$ cat src/rtl/tcam_lookup_ctrl.sv
// Sequencer in front of the TCAM wrapper: issues lookup/write/flush commands one at a time
// and holds lookup results. Optional statistics counters are built when TCAM_CTRL_STATS_EN is defined.
module tcam_lookup_ctrl #(
    parameter int ID_Width    = 4,
    parameter int AddressSize = 4,
    parameter int CMP_LAT     = 4,
    parameter int WR_LAT      = 2,
    parameter int FLU_LAT     = 2
) (
    input  logic                     clk,
    input  logic                     rst_n,
    input  logic                     req_valid,
    output logic                     req_ready,
    input  logic [1:0]               req_op,
    input  logic [ID_Width-1:0]      req_id,
    input  logic [ID_Width-1:0]      req_dst,
    input  logic [2*ID_Width-1:0]    req_mask,
    input  logic [AddressSize-1:0]   req_addr,
    output logic                     rsp_valid,
    input  logic                     rsp_ready,
    output logic [ID_Width-1:0]      rsp_id,
    output logic [ID_Width-1:0]      rsp_dst,
    output logic                     rsp_hit,
    output logic                     bad_op,
    output logic [2:0]               mem_mode,
    output logic [ID_Width-1:0]      mem_pkt_id,
    output logic [2*ID_Width-1:0]    mem_data,
    output logic [2*ID_Width-1:0]    mem_mskb,
    output logic [AddressSize-1:0]   mem_addr,
    output logic                     mem_vbe,
    output logic                     mem_dcs,
    output logic                     mem_vbi,
    input  logic [ID_Width-1:0]      mem_dst_id,
    output logic [15:0]              stat_lookups,
    output logic [15:0]              stat_hits
);

    localparam int MAX_LAT = (CMP_LAT > WR_LAT) ? ((CMP_LAT > FLU_LAT) ? CMP_LAT : FLU_LAT)
                                                : ((WR_LAT > FLU_LAT) ? WR_LAT : FLU_LAT);
    localparam int CNT_W   = $clog2(MAX_LAT) + 1;

    localparam logic [1:0] OP_LOOKUP = 2'b00;
    localparam logic [1:0] OP_WRITE  = 2'b01;
    localparam logic [1:0] OP_FLUSH  = 2'b10;
    localparam logic [1:0] OP_RSVD   = 2'b11;

    localparam logic [2:0] MODE_IDLE  = 3'b000;
    localparam logic [2:0] MODE_WR    = 3'b001;
    localparam logic [2:0] MODE_FLUSH = 3'b011;
    localparam logic [2:0] MODE_CMP   = 3'b100;

    typedef enum logic [1:0] {
        ST_IDLE  = 2'd0,
        ST_ISSUE = 2'd1,
        ST_WAIT  = 2'd2,
        ST_RESP  = 2'd3
    } state_t;

    state_t                  state_r;
    state_t                  state_nxt_s;
    logic [CNT_W-1:0]        cnt_r;
    logic [CNT_W-1:0]        cnt_nxt_s;
    logic [1:0]              op_r;
    logic [ID_Width-1:0]     id_r;
    logic                    accept_s;
    logic                    capture_s;
    logic                    rsp_done_s;

    logic                    req_ready_r;
    logic                    rsp_valid_r;
    logic [ID_Width-1:0]     rsp_id_r;
    logic [ID_Width-1:0]     rsp_dst_r;
    logic                    rsp_hit_r;
    logic                    bad_op_r;
    logic [2:0]              mem_mode_r;
    logic [ID_Width-1:0]     mem_pkt_id_r;
    logic [2*ID_Width-1:0]   mem_data_r;
    logic [2*ID_Width-1:0]   mem_mskb_r;
    logic [AddressSize-1:0]  mem_addr_r;
    logic                    mem_vbe_r;
    logic                    mem_dcs_r;
    logic                    mem_vbi_r;

    // Next-state logic and per-cycle event strobes.
    always_comb begin
        state_nxt_s = state_r;
        cnt_nxt_s   = cnt_r;
        accept_s    = 1'b0;
        capture_s   = 1'b0;
        rsp_done_s  = 1'b0;
        case (state_r)
            ST_IDLE: begin
                if (req_valid && req_ready_r) begin
                    accept_s = 1'b1;
                    if (req_op == OP_RSVD) begin
                        state_nxt_s = ST_IDLE;
                    end else begin
                        state_nxt_s = ST_ISSUE;
                    end
                end else begin
                    state_nxt_s = ST_IDLE;
                end
            end
            ST_ISSUE: begin
                state_nxt_s = ST_WAIT;
                case (op_r)
                    OP_LOOKUP: cnt_nxt_s = CNT_W'(CMP_LAT - 1);
                    OP_WRITE:  cnt_nxt_s = CNT_W'(WR_LAT - 1);
                    default:   cnt_nxt_s = CNT_W'(FLU_LAT - 1);
                endcase
            end
            ST_WAIT: begin
                if (cnt_r == '0) begin
                    if (op_r == OP_LOOKUP) begin
                        capture_s   = 1'b1;
                        state_nxt_s = ST_RESP;
                    end else begin
                        state_nxt_s = ST_IDLE;
                    end
                end else begin
                    cnt_nxt_s = cnt_r - CNT_W'(1);
                end
            end
            ST_RESP: begin
                if (rsp_ready) begin
                    rsp_done_s  = 1'b1;
                    state_nxt_s = ST_IDLE;
                end else begin
                    state_nxt_s = ST_RESP;
                end
            end
            default: begin
                state_nxt_s = ST_IDLE;
            end
        endcase
    end

    // State, wait counter and ready flag; ready is held low for the cycle following reset.
    always_ff @(posedge clk) begin
        if (!rst_n) begin
            state_r     <= ST_IDLE;
            cnt_r       <= '0;
            req_ready_r <= 1'b0;
        end else begin
            state_r     <= state_nxt_s;
            cnt_r       <= cnt_nxt_s;
            req_ready_r <= (state_nxt_s == ST_IDLE);
        end
    end

    // Request latch: op selects the wait length and result handling, id is echoed in the response.
    always_ff @(posedge clk) begin
        if (!rst_n) begin
            op_r <= 2'b00;
            id_r <= '0;
        end else if (accept_s) begin
            op_r <= req_op;
            id_r <= req_id;
        end
    end

    // Command port: loaded straight from the request so it is live only during ISSUE.
    always_ff @(posedge clk) begin
        if (!rst_n) begin
            mem_mode_r   <= MODE_IDLE;
            mem_pkt_id_r <= '0;
            mem_data_r   <= '0;
            mem_mskb_r   <= '0;
            mem_addr_r   <= '0;
            mem_vbe_r    <= 1'b0;
            mem_dcs_r    <= 1'b0;
            mem_vbi_r    <= 1'b0;
        end else begin
            mem_mode_r   <= MODE_IDLE;
            mem_pkt_id_r <= '0;
            mem_data_r   <= '0;
            mem_mskb_r   <= '0;
            mem_addr_r   <= '0;
            mem_vbe_r    <= 1'b0;
            mem_dcs_r    <= 1'b0;
            mem_vbi_r    <= 1'b0;
            if (accept_s) begin
                case (req_op)
                    OP_LOOKUP: begin
                        mem_mode_r   <= MODE_CMP;
                        mem_pkt_id_r <= req_id;
                    end
                    OP_WRITE: begin
                        mem_mode_r <= MODE_WR;
                        mem_data_r <= {req_id, req_dst};
                        mem_mskb_r <= req_mask;
                        mem_addr_r <= req_addr;
                        mem_vbe_r  <= 1'b1;
                        mem_dcs_r  <= 1'b1;
                        mem_vbi_r  <= 1'b1;
                    end
                    OP_FLUSH: begin
                        mem_mode_r <= MODE_FLUSH;
                    end
                    default: begin
                        mem_mode_r <= MODE_IDLE;
                    end
                endcase
            end
        end
    end

    // Held lookup response; fields stay put until the consumer takes them.
    always_ff @(posedge clk) begin
        if (!rst_n) begin
            rsp_valid_r <= 1'b0;
            rsp_id_r    <= '0;
            rsp_dst_r   <= '0;
            rsp_hit_r   <= 1'b0;
        end else if (capture_s) begin
            rsp_valid_r <= 1'b1;
            rsp_id_r    <= id_r;
            rsp_dst_r   <= mem_dst_id;
            rsp_hit_r   <= (mem_dst_id != '0);
        end else if (rsp_done_s) begin
            rsp_valid_r <= 1'b0;
        end
    end

    // Reserved-op indication, one cycle after acceptance.
    always_ff @(posedge clk) begin
        if (!rst_n) begin
            bad_op_r <= 1'b0;
        end else begin
            bad_op_r <= accept_s && (req_op == OP_RSVD);
        end
    end

`ifdef TCAM_CTRL_STATS_EN
    logic [15:0] stat_lookups_r;
    logic [15:0] stat_hits_r;

    // Saturating lookup and hit counters, advanced on each result capture.
    always_ff @(posedge clk) begin
        if (!rst_n) begin
            stat_lookups_r <= 16'h0000;
            stat_hits_r    <= 16'h0000;
        end else if (capture_s) begin
            if (stat_lookups_r != 16'hFFFF) begin
                stat_lookups_r <= stat_lookups_r + 16'h0001;
            end
            if ((mem_dst_id != '0) && (stat_hits_r != 16'hFFFF)) begin
                stat_hits_r <= stat_hits_r + 16'h0001;
            end
        end
    end

    assign stat_lookups = stat_lookups_r;
    assign stat_hits    = stat_hits_r;
`else
    assign stat_lookups = 16'h0000;
    assign stat_hits    = 16'h0000;
`endif

    assign req_ready  = req_ready_r;
    assign rsp_valid  = rsp_valid_r;
    assign rsp_id     = rsp_id_r;
    assign rsp_dst    = rsp_dst_r;
    assign rsp_hit    = rsp_hit_r;
    assign bad_op     = bad_op_r;
    assign mem_mode   = mem_mode_r;
    assign mem_pkt_id = mem_pkt_id_r;
    assign mem_data   = mem_data_r;
    assign mem_mskb   = mem_mskb_r;
    assign mem_addr   = mem_addr_r;
    assign mem_vbe    = mem_vbe_r;
    assign mem_dcs    = mem_dcs_r;
    assign mem_vbi    = mem_vbi_r;

endmodule

$ cat config.mk
export PLATFORM = sky130hd
export DESIGN_NAME = tcam_lookup_ctrl
export DESIGN_NICKNAME = d
export VERILOG_FILES = /design/src/rtl/tcam_lookup_ctrl.sv
export SDC_FILE = /design/constraint.sdc
export NUM_CORES = 1
export LEC_CHECK = 0
export BUFFER_PORTS_ARGS = -buffer_cell sky130_fd_sc_hd__buf_2
export CAP_MARGIN = 20
export CORE_UTILIZATION = 25
export CTS_BUF_LIST = sky130_fd_sc_hd__clkbuf_8
export DETAILED_ROUTE_END_ITERATION = 10
export GPL_ROUTABILITY_DRIVEN = 0
export PLACE_DENSITY_LB_ADDON = 0.15
export SKIP_LAST_GASP = 1
export SYNTH_ARGS = -nofsm -noshare
export SYNTH_HDL_FRONTEND = slang
export SYNTH_SLANG_ARGS = --single-unit
$ cat constraint.sdc
create_clock -name clk -period 3.8 [get_ports clk]
set_input_delay 0.76 -clock clk [delete_from_list [all_inputs] [get_ports clk]]
set_output_delay 0.76 -clock clk [all_outputs]
set_load 0.01 [all_outputs]
# Word-level counts from Yosys, hierarchy flattened
# Index checks and enable logic that the tools add are counted.
[classes] addsub=1 mul=0 n_div=0 magnitude_cmp=0 n_eq_ne=7 shift=0 n_mux=20 n_bitwise=0 reduce_logical=14
[op_table] cell="two-way mux 1 bit" n=11
[op_table] cell="two-way mux 2 bit" n=5
[op_table] cell="one-hot mux 3 bit (3 select lines)" n=1
[op_table] cell="equality test 2 bit (second input constant)" n=4
[op_table] cell="zero test 2 bit" n=4
[op_table] cell="one-hot mux 2 bit (4 select lines)" n=1
[op_table] cell="one-hot mux 3 bit (2 select lines)" n=1
[op_table] cell="AND reduction 3 bit" n=2
[op_table] cell="equality test 2 x 1 -> 1 bit (second input constant)" n=2
[op_table] cell="AND reduction 2 bit" n=2
[op_table] cell="nonzero test 2 bit" n=2
[op_table] cell="nonzero test 4 bit" n=1
[op_table] cell="zero test 3 bit" n=1
[op_table] cell="two-way mux 3 bit" n=1
[op_table] cell="subtractor 3 x 1 -> 3 bit (second input constant)" n=1
[op_table] cell="logical AND 1 bit" n=2
[op_table] cell="inequality test 2 bit (second input constant)" n=1
[word_totals] regBits=51 latchBits=0 ramBits=0 rom_bits=0 in_bits=30 out_inout_bits=74 word_cells=58 memories=0

# Depth between registers and ports, before layout
[depth] depth_word=5 mapped_depth=6 mapped_depth_nobuf=6

# Least setup slack after synthesis
# Ideal clock, no wire load.
[synth_timing] kind="in2reg" startpoint="input port rst_n" endpoint="register cnt_r[0]" setup_ns=0.058 arrival_ns=1.515 required_ns=3.742 setup_slack_ns=2.227 path_stages=3 n_path_buf=2 cell_sequence="clkbuf_1 clkbuf_1 o221a_2"
[synth_lines] element="from (decl)" line="11" text="input logic rst_n,"
[synth_lines] element="to (signal assigned)" line="146" text="cnt_r <= cnt_nxt_s;"
[synth_lines] element="to (decl)" line="61" text="logic [CNT_W-1:0] cnt_r;"
# No word-level cell between the ends.

# Worst setup path in the final report
[layout_timing] startpoint="register state_r[1]" endpoint="register mem_mskb_r[1] (netlist: mem_mskb[1])"
[layout_between] elab_chain_cells=3
[layout_rtl] element="from (decl)" line="59" text="state_t state_r;"
[layout_rtl] element="from (signal assigned)" line="145" text="state_r <= state_nxt_s;"
[layout_rtl] element="zero test 2 bit" line="91" text="case (state_r)"
[layout_rtl] element="two-way mux 1 bit" line="91"
[layout_rtl] element="AND reduction 3 bit (no source line)"
[layout_rtl] element="to (signal assigned)" line="191" text="mem_mskb_r <= req_mask;"
[layout_rtl] element="to (decl)" line="78" text="logic [2*ID_Width-1:0] mem_mskb_r;"
# Every way passes these cells.
# A chain may end at the register's enable or synchronous reset.

==> run_results.csv <==
group,metric,value,unit
clock_network,post-cts-setup-buffers,0,
floorplan,dieArea,8740,sq um
drt,vias_per_cell,3.80,
timing,max_slew.worst_pin.slew,0.794,ns
timing,setup_viol,0,
setup_path,regToRegSetupSlack,1.85,ns
synth,synth_fa_ha_area_share,4.19,%
drt,drtIter0Drc,25,
drt,drt-total-wl,3940,microns
setup_path,required,4.04,ns
drt,ant_nets,0,
hold_path,hold_path_class,"flip-flop to flip-flop",
floorplan,initial_utilization,26.4,%
hold_path,holdPathStages,2,
synth,synth_edf_count,0,
timing,rsz0062_at_grt,"no",
clock_network,cts.sinks,51,
synth,synth_cell_types,29,
setup_path,worst_setup_path_start_kind,"flip-flop",
synth,synth_compound_area_share,5.02,%
run,cap_violations,0,
clock_network,cts_tree,"done",
clock_network,insertion_delay,0.30,ns
drt,wl_per_cell,10.4,microns
clock_network,post_cts_resized,0,
clock_network,hold_buffers,0,
floorplan,rows,32,
global_route,grtUsageTotal,9.28,%
global_route,first_global_vias,1299,
global_route,grt_max_degree,31,
synth,ys_seq_area_share,48.8,%
synth,synth_top_family_by_area,"simple AND/OR/NAND/NOR gates",
timing,fmax,513,MHz
clock_network,path_clk_slew,0.10,ns
synth,yosys_most_used_dff,"dfxtp_1",
synth,yosys.area_share.xor_xnor,0,%
pwr,irDropWorstVdd,0.152,mV
place,dp_hpwl,2860,microns
run_status,status,"completed",
timing,maxSlewViolCount,0,
clock_network,cts_max_level,2,
synth,yosysWarnings,0,
setup_path,path_max_fanout,21,
timing,timing.final.crit_share,51.2,%
synth,synth_seq_cells,51,
drt,vias,1434,
synth,syn_area_per_cell,10.1,sq um
clock_network,clockRootBuffer,"clkbuf_8",
synth,synthMuxAreaShare,7.18,%
final_layout,antenna_cells,0,
synth,syn_inst,208,
clock_network,cts_buffers,5,
global_route,grt_pass1_wl,6270,microns
synth,async_reset_ff_share,0,%
final_layout,drive_gt1_share,30.5,%
timing,min_period,1.95,ns
synth,synth-simple-area-share,18.1,%
setup_path,end_kind,"flip-flop",
setup_path,r2r_cells,3,
synth,synth_area,2090,sq um
global_route,overflow,0,
place,portBuffers,71,
final_layout,area_growth,18.8,%
floorplan,die_y,93.5,microns
floorplan,io_pins,104,
global_route,grt_antenna_before_repair,0,
timing,hold_viol_final,0,
floorplan,fp.dieW,93.5,microns
setup_path,crit_type,"flip-flop to flip-flop",
final_layout,fin_nets,311,
pwr,p_leak,1.23,nW
setup_path,critPathArrivalTime,2.19,ns
floorplan,core-area,7930,sq um
timing,clock_skew,0.0116,ns
timing,fin_tns_setup,0,ns
drt,firstDrtPassIters,4,
pwr,power,1.08,mW
pwr,power.density,436,nW/um^2
drt,route.detailed.drc,0,
timing,slew_headroom,47.0,%
clock_network,cts_buffer_depth,2,
==> area by class of cell <==
type,instances,area [sq um]
inverter,7,26.3
clock buffer,5,68.8
fill,900,5440
timing repair buffer,71,355
clock inverter,3,46.3
tap,102,128
sequential,51,1020
multi-input combinational,138,841
==> power by group <==
| group | switching, mW | leakage [nW] | internal (mW) |
|---|---|---|---|
| clock network | 0.183 | 0.0548 | 0.198 |
| registers | 0.0152 | 0.413 | 0.555 |
| logic | 0.0749 | 0.763 | 0.0573 |
| total | 0.273 | 1.23 | 0.810 |
==> cell families (layout without fill, tap and decap cells) <==
group | count (synthesis) | after routing
AND/OR/NAND/NOR | 69 | 69
flip-flops | 51 | 51
buffers and inverters | 50 | 86
AO/OA/AOI/OAI | 15 | 15
multiplexers | 15 | 15
adder cells (fa/ha/maj) | 7 | 7
other | 1 | 32
==> cells in the mapped netlist, drive strengths merged, types with 2 or more instances <==
library cell,count,area [sq um]
dfxtp,51,1020
o21ai,2,10.0
and3,11,70.1
buf,40,309
and2,21,131
nand2,19,71.3
o221a,2,22.5
mux2i,15,150
inv,6,22.5
o21a,2,15.0
nor2,11,41.3
clkbuf,3,11.3
a21oi,4,20.0
nor2b,3,18.8
ha,7,87.6
==> per-layer routing <==
metal  wire length, microns  global-route usage (%)  part of all wire [%]
met3                    527                    3.58                    13
met4                     44                    3.46                   1.1
met5                      0                       0                     0
met1                   1870                    12.0                    47
met2                   1500                    13.8                    38
==> flip-flops by register name, indices dropped and copies added, names as in the netlist, 4 cells and up <==
name	flops
id_r	4
mem_mskb	8
mem_pkt_id	4
rsp_id	4
rsp_dst	4
mem_data	8
mem_addr	4
==> final timing paths <==
kind	start	to
hold reg to reg	rsp_dst[3]$_SDFFE_PN0P_	rsp_dst[3]$_SDFFE_PN0P_
setup / recovery	state_r[1]$_SDFF_PN0_	mem_mskb[1]$_SDFF_PN0_
setup reg to reg	state_r[1]$_SDFF_PN0_	mem_mskb[1]$_SDFF_PN0_
hold / removal	rsp_dst[3]$_SDFFE_PN0P_	rsp_dst[3]$_SDFFE_PN0P_
==> worst max-delay path: stages, from the launching register on <==
cell and delay, ns:
dfxtp_1 0.44, nor4bb_4 0.78, and3_2 0.49, and2_1 0.17
==> stage by stage <==
stage / cells / instance area (sq um) / hold WS, ns / setup WS (ns) / util (%)
finish: 377 / 2490 / 0.459 / 1.85 / 31.4
global route: 377 / 2490 / 0.488 / 1.69 / 31.4
floorplan: 239 / 2210 / 0.437 / 2.23 / -
global placement: 369 / 2370 / 0.441 / 1.55 / 29.9
detailed placement: 369 / 2370 / 0.447 / 1.53 / 29.9
CTS: 377 / 2490 / 0.465 / 1.78 / 31.4
==> layout by cell type (no fill, tap or decap), drive strengths merged <==
cell type,n
a21oi,4
a22oi,1
a31oi,1
and2,21
and3,11
buf,71
bufinv,1
clkbuf,5
clkinv,1
clkinvlp,1
conb,32
dfxtp,51
ha,7
inv,7
mux2i,15
nand2,19
nand2b,1
nor2,11
nor2b,3
nor3b,1
nor4bb,1
o21a,2
o21ai,2
o221a,2
o22ai,1
o31a,1
o41ai,1
or2,1
Power figures use the tool's default switching activity.
